===== src/rtl/claw_pkg.sv =====
// claw_pkg: shared types and constants for the claw machine game sequencer.
//   claw_state_e : sequencer states; the encodings are what state_o reports.
//   DIR_*        : gantry (left/right) motor direction codes.
//   CLAW_*       : claw (front) motor direction codes.
//   max3         : helper used to size the phase counter.
package claw_pkg;

  typedef enum logic [2:0] {
    ST_IDLE  = 3'd0,
    ST_PLAY  = 3'd1,
    ST_DROP  = 3'd2,
    ST_HOLD  = 3'd3,
    ST_RAISE = 3'd4,
    ST_DONE  = 3'd5
  } claw_state_e;

  localparam logic [1:0] DIR_FWD    = 2'b10;
  localparam logic [1:0] DIR_REV    = 2'b01;
  localparam logic [1:0] DIR_STOP   = 2'b00;

  localparam logic [1:0] CLAW_LOWER = 2'b01;
  localparam logic [1:0] CLAW_RAISE = 2'b10;
  localparam logic [1:0] CLAW_HOLD  = 2'b00;
  localparam logic [1:0] CLAW_BRAKE = 2'b11;

  function automatic int unsigned max3(input int unsigned a,
                                       input int unsigned b,
                                       input int unsigned c);
    int unsigned m;
    m = a;
    if (b > m) m = b;
    if (c > m) m = c;
    return m;
  endfunction

endpackage


===== src/rtl/claw_game_ctrl_if.sv =====
// claw_game_ctrl_if: groups the keyboard/coin inputs and motor/status outputs
// of the claw game sequencer.
//   coin_pulse, key_valid, key_up, key_dn, key_drop : into the sequencer
//   lr_dir[1:0], claw_dir[1:0]                       : motor direction codes
//   state_o[2:0], credits[3:0], busy, done_pulse     : status
// Modports: master = stimulus/top-level side, slave = the sequencer.
interface claw_game_ctrl_if;

  logic       coin_pulse;
  logic       key_valid;
  logic       key_up;
  logic       key_dn;
  logic       key_drop;
  logic [1:0] lr_dir;
  logic [1:0] claw_dir;
  logic [2:0] state_o;
  logic [3:0] credits;
  logic       busy;
  logic       done_pulse;

  modport master (
    output coin_pulse, key_valid, key_up, key_dn, key_drop,
    input  lr_dir, claw_dir, state_o, credits, busy, done_pulse
  );

  modport slave (
    input  coin_pulse, key_valid, key_up, key_dn, key_drop,
    output lr_dir, claw_dir, state_o, credits, busy, done_pulse
  );

endinterface


===== src/rtl/claw_tick_gen.sv =====
// claw_tick_gen: timing prescaler. Emits a one-cycle tick every TICK_DIV
// clock cycles; clr restarts the count so the next tick comes TICK_DIV
// cycles after the clearing edge.
//   clk   : system clock
//   reset : asynchronous, active-high
//   clr   : synchronous restart of the prescaler
//   tick  : high for one cycle at the end of each TICK_DIV-cycle period
module claw_tick_gen #(
  parameter int unsigned TICK_DIV = 100000
) (
  input  logic clk,
  input  logic reset,
  input  logic clr,
  output logic tick
);

  localparam int unsigned CW = $clog2(TICK_DIV);

  logic [CW-1:0] cnt_q;

  assign tick = (cnt_q == CW'(TICK_DIV - 1));

  always_ff @(posedge clk or posedge reset) begin
    if (reset) begin
      cnt_q <= '0;
    end else if (clr || tick) begin
      cnt_q <= '0;
    end else begin
      cnt_q <= cnt_q + 1'b1;
    end
  end

endmodule


===== src/rtl/claw_game_ctrl.sv =====
// claw_game_ctrl: claw machine game sequencer. Counts credits from coin
// pulses, jogs the gantry on UP/DOWN keys during play, runs the automatic
// drop / hold / raise grab sequence on SPACE and brakes for one cycle at
// the end of the round.
//   clk, reset : system clock, asynchronous active-high reset
//   bus        : claw_game_ctrl_if.slave (keys/coin in, motor codes/status out)
// Optional feature: define CLAW_PLAY_TIMEOUT_EN to force a drop PLAY_MS
// ticks after entering PLAY; otherwise PLAY waits for the drop key.
module claw_game_ctrl
  import claw_pkg::*;
#(
  parameter int unsigned TICK_DIV   = 100000,
  parameter int unsigned JOG_MS     = 100,
  parameter int unsigned DROP_MS    = 750,
  parameter int unsigned HOLD_MS    = 1250,
  parameter int unsigned RAISE_MS   = 750,
  parameter int unsigned PLAY_MS    = 20000,
  parameter int unsigned MAX_CREDIT = 9
) (
  input  logic             clk,
  input  logic             reset,
  claw_game_ctrl_if.slave  bus
);

  localparam int unsigned PH_W  = $clog2(max3(DROP_MS, HOLD_MS, RAISE_MS)) + 1;
  localparam int unsigned JOG_W = $clog2(JOG_MS + 1);

  if (TICK_DIV < 2) begin : g_bad_tick_div
    $error("claw_game_ctrl: TICK_DIV must be at least 2");
  end
  if (MAX_CREDIT > 15) begin : g_bad_max_credit
    $error("claw_game_ctrl: MAX_CREDIT must fit in 4 bits");
  end
  if (PLAY_MS == 0) begin : g_bad_play_ms
    $error("claw_game_ctrl: PLAY_MS must be nonzero");
  end

  claw_state_e       state_q, state_d;
  logic [3:0]        credits_q, credits_d;
  logic [1:0]        lr_q, lr_d;
  logic [JOG_W-1:0]  jog_q, jog_d;
  logic [PH_W-1:0]   ph_q;
  logic              tick;
  logic              presc_clr;
  logic              consume;
  logic              play_expired;

  // Any state change restarts the prescaler, so every timed phase begins on
  // a fresh tick period and the prescaler free-runs from PLAY entry.
  assign presc_clr = (state_d != state_q);

  claw_tick_gen #(
    .TICK_DIV (TICK_DIV)
  ) u_tick (
    .clk   (clk),
    .reset (reset),
    .clr   (presc_clr),
    .tick  (tick)
  );

`ifdef CLAW_PLAY_TIMEOUT_EN
  localparam int unsigned PT_W = $clog2(PLAY_MS + 1);

  logic [PT_W-1:0] play_q;

  always_ff @(posedge clk or posedge reset) begin
    if (reset) begin
      play_q <= '0;
    end else if (state_q != ST_PLAY) begin
      play_q <= '0;
    end else if (tick) begin
      play_q <= play_q + 1'b1;
    end
  end

  assign play_expired = (state_q == ST_PLAY) && tick &&
                        (play_q == PT_W'(PLAY_MS - 1));
`else
  assign play_expired = 1'b0;
`endif

  // Next-state logic.
  always_comb begin
    state_d = state_q;
    case (state_q)
      ST_IDLE:  if (credits_q != '0) state_d = ST_PLAY;
      ST_PLAY:  if ((bus.key_valid && bus.key_drop) || play_expired) state_d = ST_DROP;
      ST_DROP:  if (tick && ph_q == PH_W'(DROP_MS - 1))  state_d = ST_HOLD;
      ST_HOLD:  if (tick && ph_q == PH_W'(HOLD_MS - 1))  state_d = ST_RAISE;
      ST_RAISE: if (tick && ph_q == PH_W'(RAISE_MS - 1)) state_d = ST_DONE;
      ST_DONE:  state_d = ST_IDLE;
      default:  state_d = ST_IDLE;
    endcase
  end

  // Credits: a coin and a consume in the same cycle cancel, even at the cap.
  assign consume = (state_q == ST_IDLE) && (credits_q != '0);

  always_comb begin
    credits_d = credits_q;
    if (bus.coin_pulse && !consume && credits_q != 4'(MAX_CREDIT)) begin
      credits_d = credits_q + 1'b1;
    end else if (!bus.coin_pulse && consume) begin
      credits_d = credits_q - 1'b1;
    end
  end

  // Gantry jog. Leaving PLAY (including by key_drop) wins over any jog key.
  always_comb begin
    lr_d  = lr_q;
    jog_d = jog_q;
    if (state_d != ST_PLAY) begin
      lr_d  = DIR_STOP;
      jog_d = '0;
    end else if (state_q == ST_PLAY && bus.key_valid && bus.key_up) begin
      lr_d  = DIR_FWD;
      jog_d = JOG_W'(JOG_MS);
    end else if (state_q == ST_PLAY && bus.key_valid && bus.key_dn) begin
      lr_d  = DIR_REV;
      jog_d = JOG_W'(JOG_MS);
    end else if (tick && jog_q != '0) begin
      jog_d = jog_q - 1'b1;
      if (jog_q == JOG_W'(1)) lr_d = DIR_STOP;
    end
  end

  always_ff @(posedge clk or posedge reset) begin
    if (reset) begin
      state_q   <= ST_IDLE;
      credits_q <= '0;
      lr_q      <= DIR_STOP;
      jog_q     <= '0;
      ph_q      <= '0;
    end else begin
      state_q   <= state_d;
      credits_q <= credits_d;
      lr_q      <= lr_d;
      jog_q     <= jog_d;
      if (presc_clr) begin
        ph_q <= '0;
      end else if (tick && (state_q == ST_DROP || state_q == ST_HOLD ||
                            state_q == ST_RAISE)) begin
        ph_q <= ph_q + 1'b1;
      end
    end
  end

  always_comb begin
    case (state_q)
      ST_DROP:  bus.claw_dir = CLAW_LOWER;
      ST_RAISE: bus.claw_dir = CLAW_RAISE;
      ST_DONE:  bus.claw_dir = CLAW_BRAKE;
      default:  bus.claw_dir = CLAW_HOLD;
    endcase
  end

  assign bus.lr_dir     = lr_q;
  assign bus.state_o    = state_q;
  assign bus.credits    = credits_q;
  assign bus.busy       = (state_q != ST_IDLE);
  assign bus.done_pulse = (state_q == ST_DONE);

endmodule


===== src/flat_wrapper.sv =====
// flat-port wrapper written by rule: the top's interface ports become plain ports
module claw_game_ctrl_flat import claw_pkg::*;
#(
  parameter int unsigned TICK_DIV   = 100000,
  parameter int unsigned JOG_MS     = 100,
  parameter int unsigned DROP_MS    = 750,
  parameter int unsigned HOLD_MS    = 1250,
  parameter int unsigned RAISE_MS   = 750,
  parameter int unsigned PLAY_MS    = 20000,
  parameter int unsigned MAX_CREDIT = 9
)
  (clk, reset, bus_coin_pulse, bus_key_valid, bus_key_up, bus_key_dn, bus_key_drop, bus_lr_dir, bus_claw_dir, bus_state_o, bus_credits, bus_busy, bus_done_pulse);
  claw_game_ctrl_if bus_i ();
  input  logic clk;
  input  logic reset;
  input wire logic [$bits(bus_i.coin_pulse)-1:0] bus_coin_pulse;
  input wire logic [$bits(bus_i.key_valid)-1:0] bus_key_valid;
  input wire logic [$bits(bus_i.key_up)-1:0] bus_key_up;
  input wire logic [$bits(bus_i.key_dn)-1:0] bus_key_dn;
  input wire logic [$bits(bus_i.key_drop)-1:0] bus_key_drop;
  output wire logic [$bits(bus_i.lr_dir)-1:0] bus_lr_dir;
  output wire logic [$bits(bus_i.claw_dir)-1:0] bus_claw_dir;
  output wire logic [$bits(bus_i.state_o)-1:0] bus_state_o;
  output wire logic [$bits(bus_i.credits)-1:0] bus_credits;
  output wire logic [$bits(bus_i.busy)-1:0] bus_busy;
  output wire logic [$bits(bus_i.done_pulse)-1:0] bus_done_pulse;
  assign bus_i.coin_pulse = bus_coin_pulse;
  assign bus_i.key_valid = bus_key_valid;
  assign bus_i.key_up = bus_key_up;
  assign bus_i.key_dn = bus_key_dn;
  assign bus_i.key_drop = bus_key_drop;
  assign bus_lr_dir = bus_i.lr_dir;
  assign bus_claw_dir = bus_i.claw_dir;
  assign bus_state_o = bus_i.state_o;
  assign bus_credits = bus_i.credits;
  assign bus_busy = bus_i.busy;
  assign bus_done_pulse = bus_i.done_pulse;
  claw_game_ctrl #(.TICK_DIV(TICK_DIV), .JOG_MS(JOG_MS), .DROP_MS(DROP_MS), .HOLD_MS(HOLD_MS), .RAISE_MS(RAISE_MS), .PLAY_MS(PLAY_MS), .MAX_CREDIT(MAX_CREDIT)) u_core (.clk(clk), .reset(reset), .bus(bus_i));
endmodule

===== config.mk =====
export PLATFORM = sky130hd
export DESIGN_NAME = claw_game_ctrl_flat
export DESIGN_NICKNAME = d
export VERILOG_FILES = /design/src/rtl/claw_pkg.sv /design/src/rtl/claw_game_ctrl_if.sv /design/src/rtl/claw_tick_gen.sv /design/src/rtl/claw_game_ctrl.sv /design/src/flat_wrapper.sv
export SDC_FILE = /design/constraint.sdc
export NUM_CORES = 1
export LEC_CHECK = 0
export ABC_AREA = 1
export BUFFER_PORTS_ARGS = -buffer_cell sky130_fd_sc_hd__buf_2
export CAP_MARGIN = 20
export CORE_UTILIZATION = 40
export CTS_CLUSTER_SIZE = 16
export DETAILED_ROUTE_END_ITERATION = 8
export HOLD_SLACK_MARGIN = 0.03
export PLACE_DENSITY = 0.57
export SYNTH_ARGS = -nofsm -noshare
export SYNTH_HDL_FRONTEND = slang
export SYNTH_SLANG_ARGS = --single-unit

===== constraint.sdc =====
create_clock -name clk -period 2.09 [get_ports clk]
set_input_delay 0.418 -clock clk [delete_from_list [all_inputs] [get_ports clk]]
set_output_delay 0.418 -clock clk [all_outputs]
set_load 0.1 [all_outputs]

# Word-level counts from Yosys, hierarchy flattened
# Index checks and enable logic that the tools add are counted.
# word_totals
register_bits,45
input_bits,7
out_inout_bits,13
# classes
add_sub_neg,5
n_eq_ne,12
muxes,21
reduce_logical,26
# ops
cell,count
$mux 7,4
$mux 12,2
$add 17x1->17 const B,1
$eq 17x17->1 const B,1
$mux 17,1
$mux 3,5
$pmux 3 s5,1
$add 12x1->12 const B,1
$eq 12x10->1 const B,1
$eq 12x11->1 const B,1
$logic_and 1x1->1,12
$reduce_bool 4->1,3
$mux 2,5
$mux 4,2
$eq 7x1->1 const B,1
$reduce_bool 7->1,1
$sub 7x1->7 const B,1
$eq 3x2->1 const B,2
$eq 3x3->1 const B,2
$pmux 2 s3,1
$add 4x1->4 const B,1
$ne 4x4->1 const B,1
$reduce_bool 2->1,2
$sub 4x1->4 const B,1
8 further kinds,11

# Depth between registers and ports, before layout
# Gate-level depths: netlist of the first run.
# logic_depth
word_depth,7
ltp_mapped,14
ltp_nobuf,13

# Modules after synthesis
# From an unflattened synthesis of the first run, not the netlist that was laid out.
# unflattened
hier_cells,358
hier_area_um2,2839.0
# modules_own_cells
mod,instances,cells_each,area_each_um2,seq_area_each_um2
claw_game_ctrl,1,226,1806.7,700.7
claw_tick_gen,1,132,1032.2,425.4

# Least setup slack after synthesis of the first run
# Ideal clock, no wire load.
# synth_path
path_type,register -> output
start,"register u_core.state_q[0], in the netlist u_core.bus.state_o[0]"
end,output port bus_claw_dir[0]
t_arrival_ns,4.283
required_time_ns,1.672
slack_ns,-2.611
path_stages_with_launch,5
path_cell_list,dfrtp_1 inv_1 nor3_1 inv_1 nand2_1
# synth_between
elab_chain_cells,2
elab_cells_between_ends,4
classes_between,eq/ne: 3; mux: 1
# synth_rtl
element,line_no,text
from (decl),claw_game_ctrl.sv:38,"claw_state_e state_q, state_d;"
from (signal assigned),claw_game_ctrl.sv:135,state_q <= state_d;
$eq 3x3->1,-,
net bus_done_pulse,flat_wrapper.sv:26,output wire logic [$bits(bus_i.done_pulse)-1:0] bus_done_pulse;
$pmux 2 s3,claw_game_ctrl.sv:149,case (state_q)
to (decl),flat_wrapper.sv:22,output wire logic [$bits(bus_i.claw_dir)-1:0] bus_claw_dir;
# The timed path passes the listed nets, and every way through them passes these cells.

# Final worst setup path of the first run
# layout_path
start,"register u_core.state_q[0], in the netlist u_core.bus.state_o[0]"
end,"register u_core.credits_q[3], in the netlist u_core.bus.credits[3]"
# layout_between
elab_chain_cells,6
elab_cells_between_ends,8
classes_between,mux: 1; reduce/logical: 7
# layout_rtl
element,line_no,text
$logic_not 3->1 (*),claw_game_ctrl.sv:97,assign consume = (state_q == ST_IDLE) && (credits_q != '0);
$logic_and 1x1->1 (*),claw_game_ctrl.sv:97,
$logic_not 1->1,claw_game_ctrl.sv:101,if (bus.coin_pulse && !consume && credits_q != 4'(MAX_CREDIT)) begin
$logic_and 1x1->1 (2 in series),claw_game_ctrl.sv:101,
$mux 4 or $reduce_bool 2->1 (tied branches),-,
to (signal assigned),claw_game_ctrl.sv:136,credits_q <= credits_d;
to (decl),claw_game_ctrl.sv:39,"logic [3:0] credits_q, credits_d;"
# Every way passes the cells marked *; elsewhere a longest branch is shown, timed or not.
# A chain may end at the register's enable or synchronous reset.

==> results of run 1 <==
worst max-delay path, cell delays in order (launching register included):
cell,delay (ns)
dfrtp_4,0.49
nor2_4,0.14
nand2_4,0.06
a31oi_4,0.16
nor2_2,0.07
inv_2,0.11
ha_4,0.22
buf_4,0.13
a211oi_2,0.21
nand2_1,0.07
o21ai_1,0.09
xor2_1,0.15
inv_1,0.05
per-layer routing:
metal / part of all wire [%] / global-route usage [%]
met5: 0 / 0
met4: 1.3 / 5.45
met3: 2.0 / 3.18
met2: 47 / 27.3
met1: 50 / 23.2
cell families (layout without fill, tap and decap cells):
group | Yosys count | after routing | synth area share, %
AOI/OAI and AO/OA | 27 | 27 | 5.79
xor gates and xnor gates | 20 | 20 | 6.23
adders and majority gates | 9 | 9 | 4.27
buffers and inverters | 58 | 101 | 8.33
DFF | 45 | 45 | 40.1
muxes | 1 | 1 | 0.401
and+or+nand+nor | 200 | 200 | 34.9
stage by stage:
step | hold WS (ns) | utilization [%] | setup WS (ns) | instances
final | 0.0871 | 50.5 | 0.0188 | 499
after global placement | 0.428 | 47.7 | 0.00619 | 488
after global routing | 0.112 | 50.5 | -0.110 | 499
after CTS | 0.0865 | 49.1 | 0.0305 | 496
after detailed placement | 0.422 | 47.7 | -0.0276 | 488
after floorplan | 0.452 | - | -0.463 | 360
final cells by class:
| class | count | area (um2) |
|---|---|---|
| Clock buffer | 8 | 80.1 |
| Tap cell | 96 | 120 |
| Multi-Input combinational cell | 257 | 1590 |
| Sequential cell | 45 | 1140 |
| Fill cell | 682 | 3360 |
| Inverter | 55 | 206 |
| Timing Repair Buffer | 38 | 293 |
layout by cell type (no fill, tap or decap), drive strengths merged, types with 2 or more instances in the layout:
master  count
nand2      75
dfrtp      45
o211ai      2
inv        55
xnor2       8
nand3      24
ha          8
nand4      10
o21ai      11
a21oi       7
buf        38
nor2       75
nor3       13
xor2       12
clkbuf      8
final timing paths:
check	start	to	slack, ns	cells after the start
setup / recovery	u_core.bus.state_o[0]	u_core.bus.credits[3]	0.02	12
hold / removal	reset	u_core.bus.credits[3]	0.09	2
setup reg to reg	u_core.bus.state_o[0]	u_core.bus.credits[3]	0.02	12
hold reg to reg	u_core.u_tick.cnt_q[0]	u_core.u_tick.cnt_q[0]	0.48	1
max in group asynchronous	reset	u_core.jog_q[0]	1.43	3
min in group clk	bus_key_up	u_core.bus.lr_dir[0]	0.33	2
what timing repair did:
| action | CTS | global route |
|---|---|---|
| gates resized for setup | 4 | 16 |
| hold endpoints to repair | 0 | 0 |
| pin swaps | 0 | 7 |
| setup buffers | 0 | 3 |
| hold buffers | 0 | 0 |
| setup endpoints to repair | 2 | 19 |
sequential cells by signal, indices dropped and copies added (netlist names):
name                 count
u_core.bus.credits       4
u_core.bus.state_o       3
u_core.u_tick.cnt_q     17
u_core.bus.lr_dir        2
u_core.ph_q             12
u_core.jog_q             7
power groups by stage:
stage / Sequential, mW / Clock (mW) / Combinational, mW
after detailed placement: 1.01 / 0 / 0.643
final: 1.00 / 0.526 / 0.756
after global placement: 1.01 / 0 / 0.640
after global routing: 1.01 / 0.586 / 0.814
after CTS: 0.988 / 0.559 / 0.658
after floorplan: 1.29 / 0 / 0.219
==> metrics, run 1 <==
status=completed; ys flop type=dfrtp_1; final setup fails=0; drt via density=4.66; # diodes=0; antenna-violating nets left=0; Syn. warnings=0; starting density of the core=41.4%; drt first pass iters=4; worst skew pair latency=0.30 ns; Die ar.=7370 um2; CP endpoint kind=flip-flop; CTS tree=built; total track usage=17.0%; Avg WL per Cell=11.4 um; worst clock skew=0.00927 ns; clk buf depth=2; Placer Congestion=0.785; achievable frequency=483 MHz; area added between synthesis and finish=22.0%; Least-Margin Pin Slew=0.507 ns; Clock Pin Slew Worst Setup and Hold Paths=0.08 ns; port bufs=19; Crit Path Category=flip-flop to flip-flop; vias in the first global route=2200; Synth cell types=37; HPWL Detailed=4220 um; nets@finish=418; largest cells by area after synthesis=dfrtp_1 40%, nand2_1 9.5%, nor2_1 8.1%, inv_1 6.7%, nor2_4 4.4%; Commonest cells post-synth=71 x nand2_1, 61 x nor2_1, 50 x inv_1; total number of vias=2323; row count=30; Cells after Synth=360; ys async rst share=100%; Final Cycle Share=99.1%; antenna violations before repair=0; minimum clock period=2.07 ns; die width=85.8 um; Num Clock Sinks=45; Die Ht=85.8 um; cell taking the most area after synthesis=dfrtp_1; Sequential Power Share=43.9%; Core Region=6790 um2; total grt overflow=0; Cell Pwr Density=666 nW/um2; final hold violation count=0; total detailed-routing wirelength=5670 um; cell-internal power=1.41 mW; dpl cell area=3240 um2; 1st-iter DRT viols=63; Post-route DRC=0; Peak supply drop=922 uV; Max H-tree Level=2; crit path max fanout=3; CTS root buf=clkbuf_8; Slew Limit Fails=0; Slew HR=66.4%; Worst EP required=2.29 ns; Critical Path AT=2.27 ns; Post-Syn Area per Cell=7.81 um2; I/O pins=20; TritonCTS buffer count=5; crit start category=flip-flop; Finished Cell Area=3430 um2; Total Power=2.28 mW; Net Sw Power=0.874 mW; setup TNS=0 ns; post-synthesis register bit count=45; max cap viols=0; first-pass GRT wire length=9980 um; setup repair after global routing missed its margin=yes; Synth top area share=40.1%; LEAKAGE=1.61 nW; logic gate share of total power=33.1%; Clk pwr share=23.0%; sw frac=38.3%; syn nets=376; layout cells sized above 1=25.1%; mapped cell area=2810 um2; most frequent cell after synthesis=nand2_1; Hold WC Path Type=primary input to async pin; Post-synth EDFFs=0; post-synthesis sequential area ratio=40.1%; pin count of the biggest net entering global routing=18
Note: power is estimated with default switching activity, not from simulation.
==> run 2: changes to the inputs <==
Settings changed: CELL_PAD_IN_SITES_DETAIL_PLACEMENT set to 0, CELL_PAD_IN_SITES_GLOBAL_PLACEMENT set to 1, CORE_ASPECT_RATIO set to 2, PLACE_DENSITY 0.57 to 0.73, SLEW_MARGIN set to 20.
==> run 2 against run 1 <==
Net effect: global-route usage up 2.5 points; setup slack better by 0.051 ns; first-iteration DRC count is 49% higher; critical path type is now flip-flop to output port; largest power group unchanged; highest routed layer unchanged.
==> metrics, run 2 (same netlist as run 1, synthesis figures left out) <==
total number of vias=2391 (+2.9%); 1st-iter DRT viols=94 (+49%); vias in the first global route=2455 (+12%); worst skew pair latency=0.29 ns (about the same); CTS tree=built; crit start category=flip-flop; nets@finish=429 (+2.6%); logic gate share of total power=27.0% (-6.1 points); Die ar.=7390 um2 (+0.27%); antenna violations before repair=0 (unchanged); Cell Pwr Density=738 nW/um2 (+11%); number of placed cells counting well taps=492 (+0.82%); port bufs=19 (unchanged); area added between synthesis and finish=27.3%; I/O pins=20 (unchanged); status=completed; Worst EP required=1.67 ns (-0.62 ns); Crit Path Category=flip-flop to output port; worst clock skew=0.00637 ns (-0.00291 ns); Max H-tree Level=2 (unchanged); Hold WC Path Type=primary input to async pin; clk buf depth=2 (unchanged); starting density of the core=41.8% (+0.42 points); sw frac=34.0% (-4.3 points); Clock Pin Slew Worst Setup and Hold Paths=0.06 ns (-0.02 ns); layout cells sized above 1=26.8% (+1.7 points); setup repair after global routing missed its margin=yes; Slew HR=67.7% (+1.3 points); pin count of the biggest net entering global routing=18 (unchanged); post-cts hold buffer count=0 (unchanged); cell-internal power=1.74 mW (+24%); Biggest register=u_core.u_tick.cnt_q; achievable frequency=495 MHz (+2.5%); HPWL Detailed=4910 um (+16%); TritonCTS buffer count=5 (unchanged); first-pass GRT wire length=10800 um (+7.7%); Post-Route Utilization=53.2% (+2.7 points); Post-Layout Cell Count=502 (+0.60%); commonest cells after routing, fill and taps aside=67 x nand2_1, 56 x nor2_1, 46 x inv_1, 39 x dfrtp_1, 27 x buf_4; Post-route DRC=0 (unchanged); minimum clock period=2.02 ns (-0.0506 ns); drt via density=4.76 (+2.3%); # diodes=0 (unchanged); max reg flops=17 (unchanged); antenna-violating nets left=0 (unchanged); max cap viols=0 (unchanged); hold slack=0.0984 ns (+0.0114 ns); final setup fails=0 (unchanged); Sequential Power Share=37.8% (-6.1 points); Avg WL per Cell=12.6 um (+11%); drt first pass iters=4 (unchanged); total grt overflow=0 (unchanged); Peak supply drop=920 uV (-0.19%); Critical Path AT=1.60 ns (-0.67 ns); Num Clock Sinks=45 (unchanged); row count=42 (+40%); Core Region=6730 um2 (-0.99%); biggest regs=u_core.u_tick.cnt_q x17, u_core.ph_q x12, u_core.jog_q x7; LEAKAGE=1.70 nW (+5.5%); final hold violation count=0 (unchanged); crit path max fanout=4 (+1); number of fill cells=689 (+1.0%); total track usage=19.5% (+2.5 points); Net Sw Power=0.897 mW (+2.6%); Placer Congestion=0.797 (+1.6%); Die Ht=121 um (+40%); die width=61.3 um (-29%); most common cell after layout, fill and taps aside=nand2_1; CTS root buf=clkbuf_16; Final Cycle Share=96.7% (-2.4 points); Slew Limit Fails=0 (unchanged); CP endpoint kind=output port; Least-Margin Pin Slew=0.487 ns (-0.0199 ns); Clk pwr share=35.2% (+12 points); total detailed-routing wirelength=6340 um (+12%)
run 2: final timing paths:
check | slack, ns | to | cells after the start | start
min in group clk | 0.35 | u_core.bus.lr_dir[0] | 2 | bus_key_up
setup reg to reg | 0.10 | u_core.bus.credits[3] | 13 | u_core.bus.state_o[1]
hold reg to reg | 0.47 | u_core.u_tick.cnt_q[0] | 1 | u_core.u_tick.cnt_q[0]
max in group asynchronous | 1.43 | u_core.ph_q[10] | 3 | reset
setup / recovery | 0.07 | bus_claw_dir[0] | 7 | u_core.bus.state_o[2]
hold / removal | 0.1 | u_core.jog_q[1] | 2 | reset
run 2: layout make-up:
class	count	area [um2]	area share, %
clock buffer	7	143	3.99
tap	88	110	3.08
multi-input combinational	258	1580	44.1
inverter	55	206	5.77
sequential	45	1140	31.9
clock inverter	1	30.0	0.839
timing repair buffer	48	370	10.3
run 2: stage by stage:
step	TNS, ns	power [mW]	worst slack (ns)	cell area [um2]
floorplan	-2.17	1.51	-0.463	2880
global placement	-0.0272	1.66	-0.0272	3320
detailed placement	-0.0465	1.67	-0.0465	3320
CTS	0	2.63	0.00591	3500
global route	-0.0140	2.76	-0.0140	3580
finish	0	2.64	0.0695	3580
run 2: critical path, cell delays in order, from the launching register on:
cell and delay (ns):
dfrtp_4 0.48, inv_1 0.11, buf_4 0.16, nand2_1 0.11, nor2_2 0.13, inv_2 0.09, nand2_8 0.08, buf_12 0.16
run 2: per-layer routing:
| layer | GRT usage, % | share of wire (%) | routed length (um) | vias up |
|---|---|---|---|---|
| met3 | 3.53 | 1.8 | 116 | 11 |
| met5 | 0 | 0 | 0 | - |
| met2 | 36.0 | 58 | 3670 | 17 |
| met4 | 7.24 | 2.0 | 127 | 0 |
| met1 | 20.7 | 38 | 2430 | 1122 |
| li1 | - | - | - | 1241 |
run 2: repair_timing:
| item | CTS | global route |
|---|---|---|
| resized for setup | 3 | 14 |
| buffers inserted | 0 | 1 |
| cloned | 0 | 1 |
| pin swaps | 0 | 1 |
| hold endpoints to repair | 0 | 0 |
| endpoints found under the setup margin | 2 | 35 |
run 2: power by group through the flow:
stage	clock (mW)	sequential (mW)	combinational, mW
2_1_floorplan	0	1.29	0.219
3_3_place_gp	0	1.01	0.658
3_5_place_dp	0	1.01	0.667
4_1_cts	0.958	0.990	0.682
5_1_grt	0.992	1.00	0.767
6_report	0.930	0.998	0.711
